[config.mk]
export PLATFORM = sky130hd
export DESIGN_NAME = float_cmd_seq
export DESIGN_NICKNAME = d
export VERILOG_FILES = /design/src/rtl/float_cmd_seq.sv
export SDC_FILE = /design/constraint.sdc
export NUM_CORES = 1
export LEC_CHECK = 0
export CORE_ASPECT_RATIO = 0.6
export CORE_MARGIN = 5
export CORE_UTILIZATION = 30
export DETAILED_ROUTE_END_ITERATION = 8
export PLACE_DENSITY_LB_ADDON = 0.05
export SYNTH_ARGS = -nofsm -noshare
export SYNTH_HDL_FRONTEND = slang
export SYNTH_SLANG_ARGS = --single-unit
[constraint.sdc]
create_clock -name clk -period 8.8 [get_ports clk]
set_clock_uncertainty 0.15 [all_clocks]
set_input_delay 2.2 -clock clk [delete_from_list [all_inputs] [get_ports clk]]
set_output_delay 2.2 -clock clk [all_outputs]
set_load 0.05 [all_outputs]
[src/rtl/float_cmd_seq.sv]
// float_cmd_seq: command front-end of the float coprocessor.
// Host commands enter a FIFO; a sequencer FSM drains them one at a time,
// serving LOAD/READ directly and routing ADD/SUB through the external
// add/sub stage. The result is then written back to the 8-entry register file.
module float_cmd_seq #(
  parameter int NM    = 23,
  parameter int NE    = 8,
  parameter int NF    = 1 + NE + NM,
  parameter int DEPTH = 4
) (
  input  logic          clk,
  input  logic          reset,
  input  logic          cmd_valid,
  output logic          cmd_ready,
  input  logic [1:0]    cmd_op,
  input  logic [2:0]    cmd_dst,
  input  logic [2:0]    cmd_srca,
  input  logic [2:0]    cmd_srcb,
  input  logic [NF-1:0] cmd_imm,
  output logic          alu_valid,
  input  logic          alu_ready,
  output logic          alu_sub,
  output logic [NF-1:0] alu_a,
  output logic [NF-1:0] alu_b,
  input  logic          res_valid,
  input  logic [NF-1:0] res_data,
  output logic          out_valid,
  input  logic          out_ready,
  output logic [NF-1:0] out_data,
  output logic          busy
);

  localparam int AW = (DEPTH > 1) ? $clog2(DEPTH) : 1;

  localparam logic [1:0] OP_ADD  = 2'b00;
  localparam logic [1:0] OP_SUB  = 2'b01;
  localparam logic [1:0] OP_LOAD = 2'b10;
  localparam logic [1:0] OP_READ = 2'b11;

  typedef struct packed {
    logic [1:0]    op;
    logic [2:0]    dst;
    logic [2:0]    srca;
    logic [2:0]    srcb;
    logic [NF-1:0] imm;
  } cmd_t;

  typedef enum logic [2:0] {
    S_IDLE, S_DECODE, S_ISSUE, S_WAIT, S_WB, S_OUT
  } state_t;

  cmd_t          fifo_mem [DEPTH];
  logic [AW-1:0] wr_ptr, rd_ptr;
  logic [AW:0]   count;
  logic          full, empty, push, pop;

  state_t        state;
  cmd_t          cmd_q;
  logic [NF-1:0] res_q;
  logic [NF-1:0] rf [8];

  assign full      = (count == (AW+1)'(DEPTH));
  assign empty     = (count == '0);
  // A full FIFO refuses pushes even when the sequencer pops in the same cycle.
  assign cmd_ready = !full;
  assign push      = cmd_valid && !full;
  assign pop       = (state == S_IDLE) && !empty;
  assign busy      = (state != S_IDLE) || !empty;

  // Command FIFO: storage, wrapping pointers and occupancy count.
  always_ff @(posedge clk) begin
    if (reset) begin
      wr_ptr <= '0;
      rd_ptr <= '0;
      count  <= '0;
    end else begin
      if (push) begin
        fifo_mem[wr_ptr] <= '{op: cmd_op, dst: cmd_dst, srca: cmd_srca,
                              srcb: cmd_srcb, imm: cmd_imm};
        wr_ptr <= wr_ptr + AW'(1);
      end
      if (pop) rd_ptr <= rd_ptr + AW'(1);
      case ({push, pop})
        2'b10:   count <= count + (AW+1)'(1);
        2'b01:   count <= count - (AW+1)'(1);
        default: count <= count;
      endcase
    end
  end

  // Sequencer: one command at a time, register file and registered outputs.
  // Writes land before the next DECODE, so later reads always see them.
  always_ff @(posedge clk) begin
    if (reset) begin
      state     <= S_IDLE;
      cmd_q     <= '0;
      res_q     <= '0;
      alu_valid <= 1'b0;
      alu_sub   <= 1'b0;
      alu_a     <= '0;
      alu_b     <= '0;
      out_valid <= 1'b0;
      out_data  <= '0;
      for (int i = 0; i < 8; i++) rf[i] <= '0;
    end else begin
      case (state)
        S_IDLE: begin
          if (pop) begin
            cmd_q <= fifo_mem[rd_ptr];
            state <= S_DECODE;
          end
        end
        S_DECODE: begin
          case (cmd_q.op)
            OP_LOAD: begin
              rf[cmd_q.dst] <= cmd_q.imm;
              state         <= S_IDLE;
            end
            OP_READ: begin
              out_data  <= rf[cmd_q.srca];
              out_valid <= 1'b1;
              state     <= S_OUT;
            end
            default: begin
              alu_a     <= rf[cmd_q.srca];
              alu_b     <= rf[cmd_q.srcb];
              alu_sub   <= (cmd_q.op == OP_SUB);
              alu_valid <= 1'b1;
              state     <= S_ISSUE;
            end
          endcase
        end
        S_ISSUE: begin
          if (alu_ready) begin
            alu_valid <= 1'b0;
            state     <= S_WAIT;
          end
        end
        S_WAIT: begin
          if (res_valid) begin
            res_q <= res_data;
            state <= S_WB;
          end
        end
        S_WB: begin
          rf[cmd_q.dst] <= res_q;
          state         <= S_IDLE;
        end
        S_OUT: begin
          if (out_ready) begin
            out_valid <= 1'b0;
            state     <= S_IDLE;
          end
        end
        default: state <= S_IDLE;
      endcase
    end
  end

endmodule

; ---- Yosys cells after proc, flatten, opt, wreduce, memory -nomap -nowiden
; Memories as Yosys holds them, arrays and structs flattened. A register that Yosys moved wholly into a read port is not among the register bits.
; Cells that the tools add are included.
[op_classes]
bitwise = 2
n_reduce_logical = 20
n_eq_ne = 17
addsub = 4
n_mux = 29
[op_table]
columns = op, count
row1 = $mux 32, 2
row2 = $reduce_or 32->1, 1
row3 = $mux 1, 17
row4 = $mux 3, 5
row5 = $pmux 3 s5, 1
row6 = $ne 2x2->1 const B, 6
row7 = $pmux 3 s2, 2
row8 = $eq 3x3->1 const B, 3
row9 = $reduce_and 2->1, 4
row10 = $eq 2x2->1 const B, 3
row11 = $eq 3x2->1 const B, 2
row12 = $logic_not 3->1, 2
row13 = $reduce_and 3->1, 2
row14 = $reduce_bool 2->1, 3
row15 = $add 2x1->2 const B, 2
row16 = $eq 2x1->1 const B, 2
row17 = $pmux 1 s2, 2
row18 = $reduce_and 4->1, 1
row19 = $add 3x1->3 const B, 1
row20 = $eq 3x1->1 const B, 1
row21 = $reduce_bool 3->1, 1
row22 = $sub 3x1->3 const B, 1
row23 = $logic_and 1x1->1, 2
row24 = $logic_not 1->1, 2
row25 = 4 further kinds, 4
[word_totals]
elab_cells = 84
out_inout_bits = 101
ram_bits = 428
input_bits = 81
regBits = 109
memories = 2
[mem_list]
columns = name, words, width, rd, rd_clocked_by_memory_dff, wr, line_no
row1 = rf, 8, 32, 2, 1, 8, 60  ; logic [NF-1:0] rf [8];
row2 = fifo_mem, 4, 43, 1, 1, 1, 52  ; cmd_t fifo_mem [DEPTH];

; ---- Longest topological paths before layout
[depth]
ltp_word = 8
mapped_depth = 11
depth_no_buf = 9

; ---- Least setup slack after synthesis
; Ideal clock, no wire load.
[synth_path]
path_kind = input port to flip-flop
from = in reset
to = mem fifo_mem[0][0] (netlist bit), enable pin
setup_time_ns = 0.405
t_arrival_ns = 3.802
n_path_buf = 2
required_time_ns = 8.245
path_stages = 4
setup_slack_ns = 4.443
path_cell_list = clkbuf_1 clkbuf_1 nor2_1 and2_1
[synth_between]
elab_chain_len = 2
[synth_lines]
columns = item, line_no
row1 = "start, declared", 12  ; input logic reset,
row2 = $mux 1, 72  ; if (reset) begin
row3 = $mux 1 (implied by the code), 78  ; fifo_mem[wr_ptr] <= '{op: cmd_op, dst: cmd_dst, srca: cmd_srca,
row4 = "end, declared", 52
; No other way between the ends.

; ---- Worst setup path in the final report
[layout_path]
from = reg state[1]
to = out busy
[layout_between]
elab_chain_len = 2
[layout_lines]
columns = item, line_no
row1 = "start, declared", 57  ; state_t state;
row2 = "start signal, assigned", 95  ; state <= S_IDLE;
row3 = "start signal, assigned", 110  ; state <= S_DECODE;
row4 = "start signal, assigned", 117  ; state <= S_IDLE;
row5 = $reduce_bool 3->1, 68  ; assign busy = (state != S_IDLE) || !empty;
row6 = $logic_or 1x1->1, 68
row7 = "end, declared", 30  ; output logic busy
; No other way between the ends.

==> flow_metrics.tcl <==
set metrics [dict create \
    rows 82 \
    drc 0 \
    gp_congestion 0.731 \
    grt_use_total_pct 17.2 \
    ys_seq_area_share_pct 65.1 \
    vias 15500 \
    synth_area_leaders "edfxtp_1 (51%), mux4_2 (15%), dfxtp_1 (14%), nor2_1 (5.4%), nand2_1 (2.4%)" \
    dpl_worst_slack_ns 3.29 \
    syn-num-nets 1867 \
    dp_cells 3003 \
    drive_gt1_share_pct 18.6 \
    synth_edf_count 428 \
    ys_seq_elements 612 \
    cp-start-kind "register" \
    fin_crit_ns 4.96 \
    insertion_delay_ns 0.63 \
    cts_buffers 66 \
    crit_fanout 14 \
    synthMostInstantiatedCell "edfxtp_1" \
    vias_per_cell 4.97 \
    layoutNonFillerInstCount 3124 \
    syn_to_final_growth_pct 19.9 \
    status "complete, no violations" \
    fin_setup_tns_ns 0 \
    p_leak_nw 9.63 \
    slew_violations 0 \
    pin_count 182 \
    syn_area_per_cell_sq_um 14.3 \
    p_per_area_nw_per_um2 308 \
    placed_cell_area_sq_um 28400 \
    initialDrtViolationCount 1239 \
    dr.pass1.iters 5 \
    syn-cell-area_sq_um 25400 \
    cap_violations 0 \
    ctsResizeCount 0 \
    die_y_microns 235 \
    netlist.area_leader.share_pct 50.6 \
    critPathKind "reg -> out" \
    yosysTopAreaCell "edfxtp_1" \
    setup_viol 0 \
    final_area_sq_um 30500 \
    worstPathArrival_ns 2.61 \
    post_cts_buffers 0 \
    regArea_sq_um 16600 \
    grt_pass1_wl_microns 114000 \
    clock-sinks 612 \
    worst_pin_slew_ns 1.15 \
    relSlewSlack_pct 23.6 \
    rsz0062_at_grt "false" \
    clk_path_buf_depth 3 \
    fillCellCount 8005 \
    antenna_found_initial 1 \
    timing.fmax_mhz 202 \
    yosysUniqueCellTypes 44 \
    nNetsFinal 2024 \
    cp-end-kind "primary output" \
    post-route-util_pct 36.4 \
    finalHoldViolCount 0 \
    wl_per_cell_microns 25.0 \
    holdBufCountCts 0 \
    grt_max_degree 68 \
    hp-class "reg -> reg" \
    vdd_ir_drop_max_v 0.000193 \
    multi_input_comb_area_sq_um 8340 \
    netlist_top_cells_count "edfxtp_1 (428), nor2_1 (364), dfxtp_1 (184), mux4_2 (171), nand2_1 (163)" \
    cts_tree "yes" \
    core-area_sq_um 83700 \
    min_period_over_period_pct 56.4 \
    yosys_warnings 0 \
    place_hpwl_microns 47600 \
    path_clk_slew_ns 0.06 \
    io_buffers 181 \
    htreeDepth 3 \
    first_global_vias 16000 \
    syn_inst 1780 \
    dieArea_sq_um 90800 \
    async_flop_share_pct 0 \
    required_ns 6.45 \
    overflow 0 \
    ys.flop_type "edfxtp_1" \
    drt_wl_total_microns 78200 \
    initial_core_util_pct 30.4 \
    final.setup.worst_slack_ns 3.84 \
    die_w_microns 386 \
    drt.antenna.violating_nets 0 \
    root_buffer "clkbuf_16" \
]
## cell type report
| class | instances | share of cell area [%] |
|---|---|---|
| Sequential cell | 612 | 54.3 |
| Tap cell | 1134 | 4.66 |
| Timing Repair Buffer | 215 | 6.79 |
| Antenna cell | 2 | 0.0164 |
| Clock buffer | 93 | 6.07 |
| Clock inverter | 26 | 0.677 |
| Inverter | 10 | 0.123 |
| Multi-Input combinational cell | 1032 | 27.4 |
## through the flow
stage	total power [mW]	hold slack (ns)
after global routing	9.89	0.323
final	9.39	0.303
after global placement	6.79	0.292
after floorplan	5.73	0.286
after detailed placement	6.81	0.297
after CTS	9.57	0.305
## path summary, 6_finish.rpt
kind	from	end	slack, ns	depth (start not counted)
worst max-delay path	state[1]	busy	3.84	3
worst min-delay path	res_q[11]	res_q[11]	0.30	2
worst max register to register	state[2]	rf[6][4]	4.70	4
worst min register to register	res_q[11]	res_q[11]	0.30	2
## worst max-delay path, cell delays in order (launching register included)
cell and delay [ns]:
dfxtp_1 0.81, nor3_1 0.21, nand2b_1 0.12, clkdlybuf4s50_1 0.84
## state kept, by name, summed over array words and instances, names as in the netlist, 3 cells and up
name and cells:
rf 256, res_q 32, count 3, cmd_q 43
alu_b 32, alu_a 32, fifo_mem 172, state 3
out_data 32
## metal layers
metal	vias to the layer above	wire, microns	global-route usage, %
li1	6955	-	-
met1	8083	37600	25.0
met2	394	35000	26.3
met3	96	4370	4.19
met4	0	1250	3.55
met5	-	0	0
## report_power, final
part	switching, mW	leakage (nW)	internal, mW
combinational	1.84	2.91	1.12
sequential	0.315	5.71	3.40
clock	1.16	1.01	1.56
## layout by cell type, fill, tap and decap left out, drive strengths merged, types with 33 or more instances in the layout
| cell type | instances |
|---|---|
| edfxtp | 428 |
| nor2 | 364 |
| dfxtp | 184 |
| clkdlybuf4s50 | 180 |
| mux4 | 171 |
| nand2 | 166 |
| clkbuf | 93 |
| a21oi | 80 |
| nor3 | 67 |
| buf | 35 |
| mux2i | 33 |
## cells by family (layout without fill, tap and decap cells)
group / Yosys count / after routing / share of synthesized area, %
compound gates: 154 / 154 / 3.91
xor+xnor: 5 / 5 / 0.172
fa+ha+maj: 6 / 6 / 0.325
buf+inv: 136 / 344 / 2.42
flops: 612 / 612 / 65.1
mux: 236 / 236 / 17.9
other cells: 0 / 2 / 0
simple gates: 631 / 631 / 10.2
(Power assumes the default switching activity.)
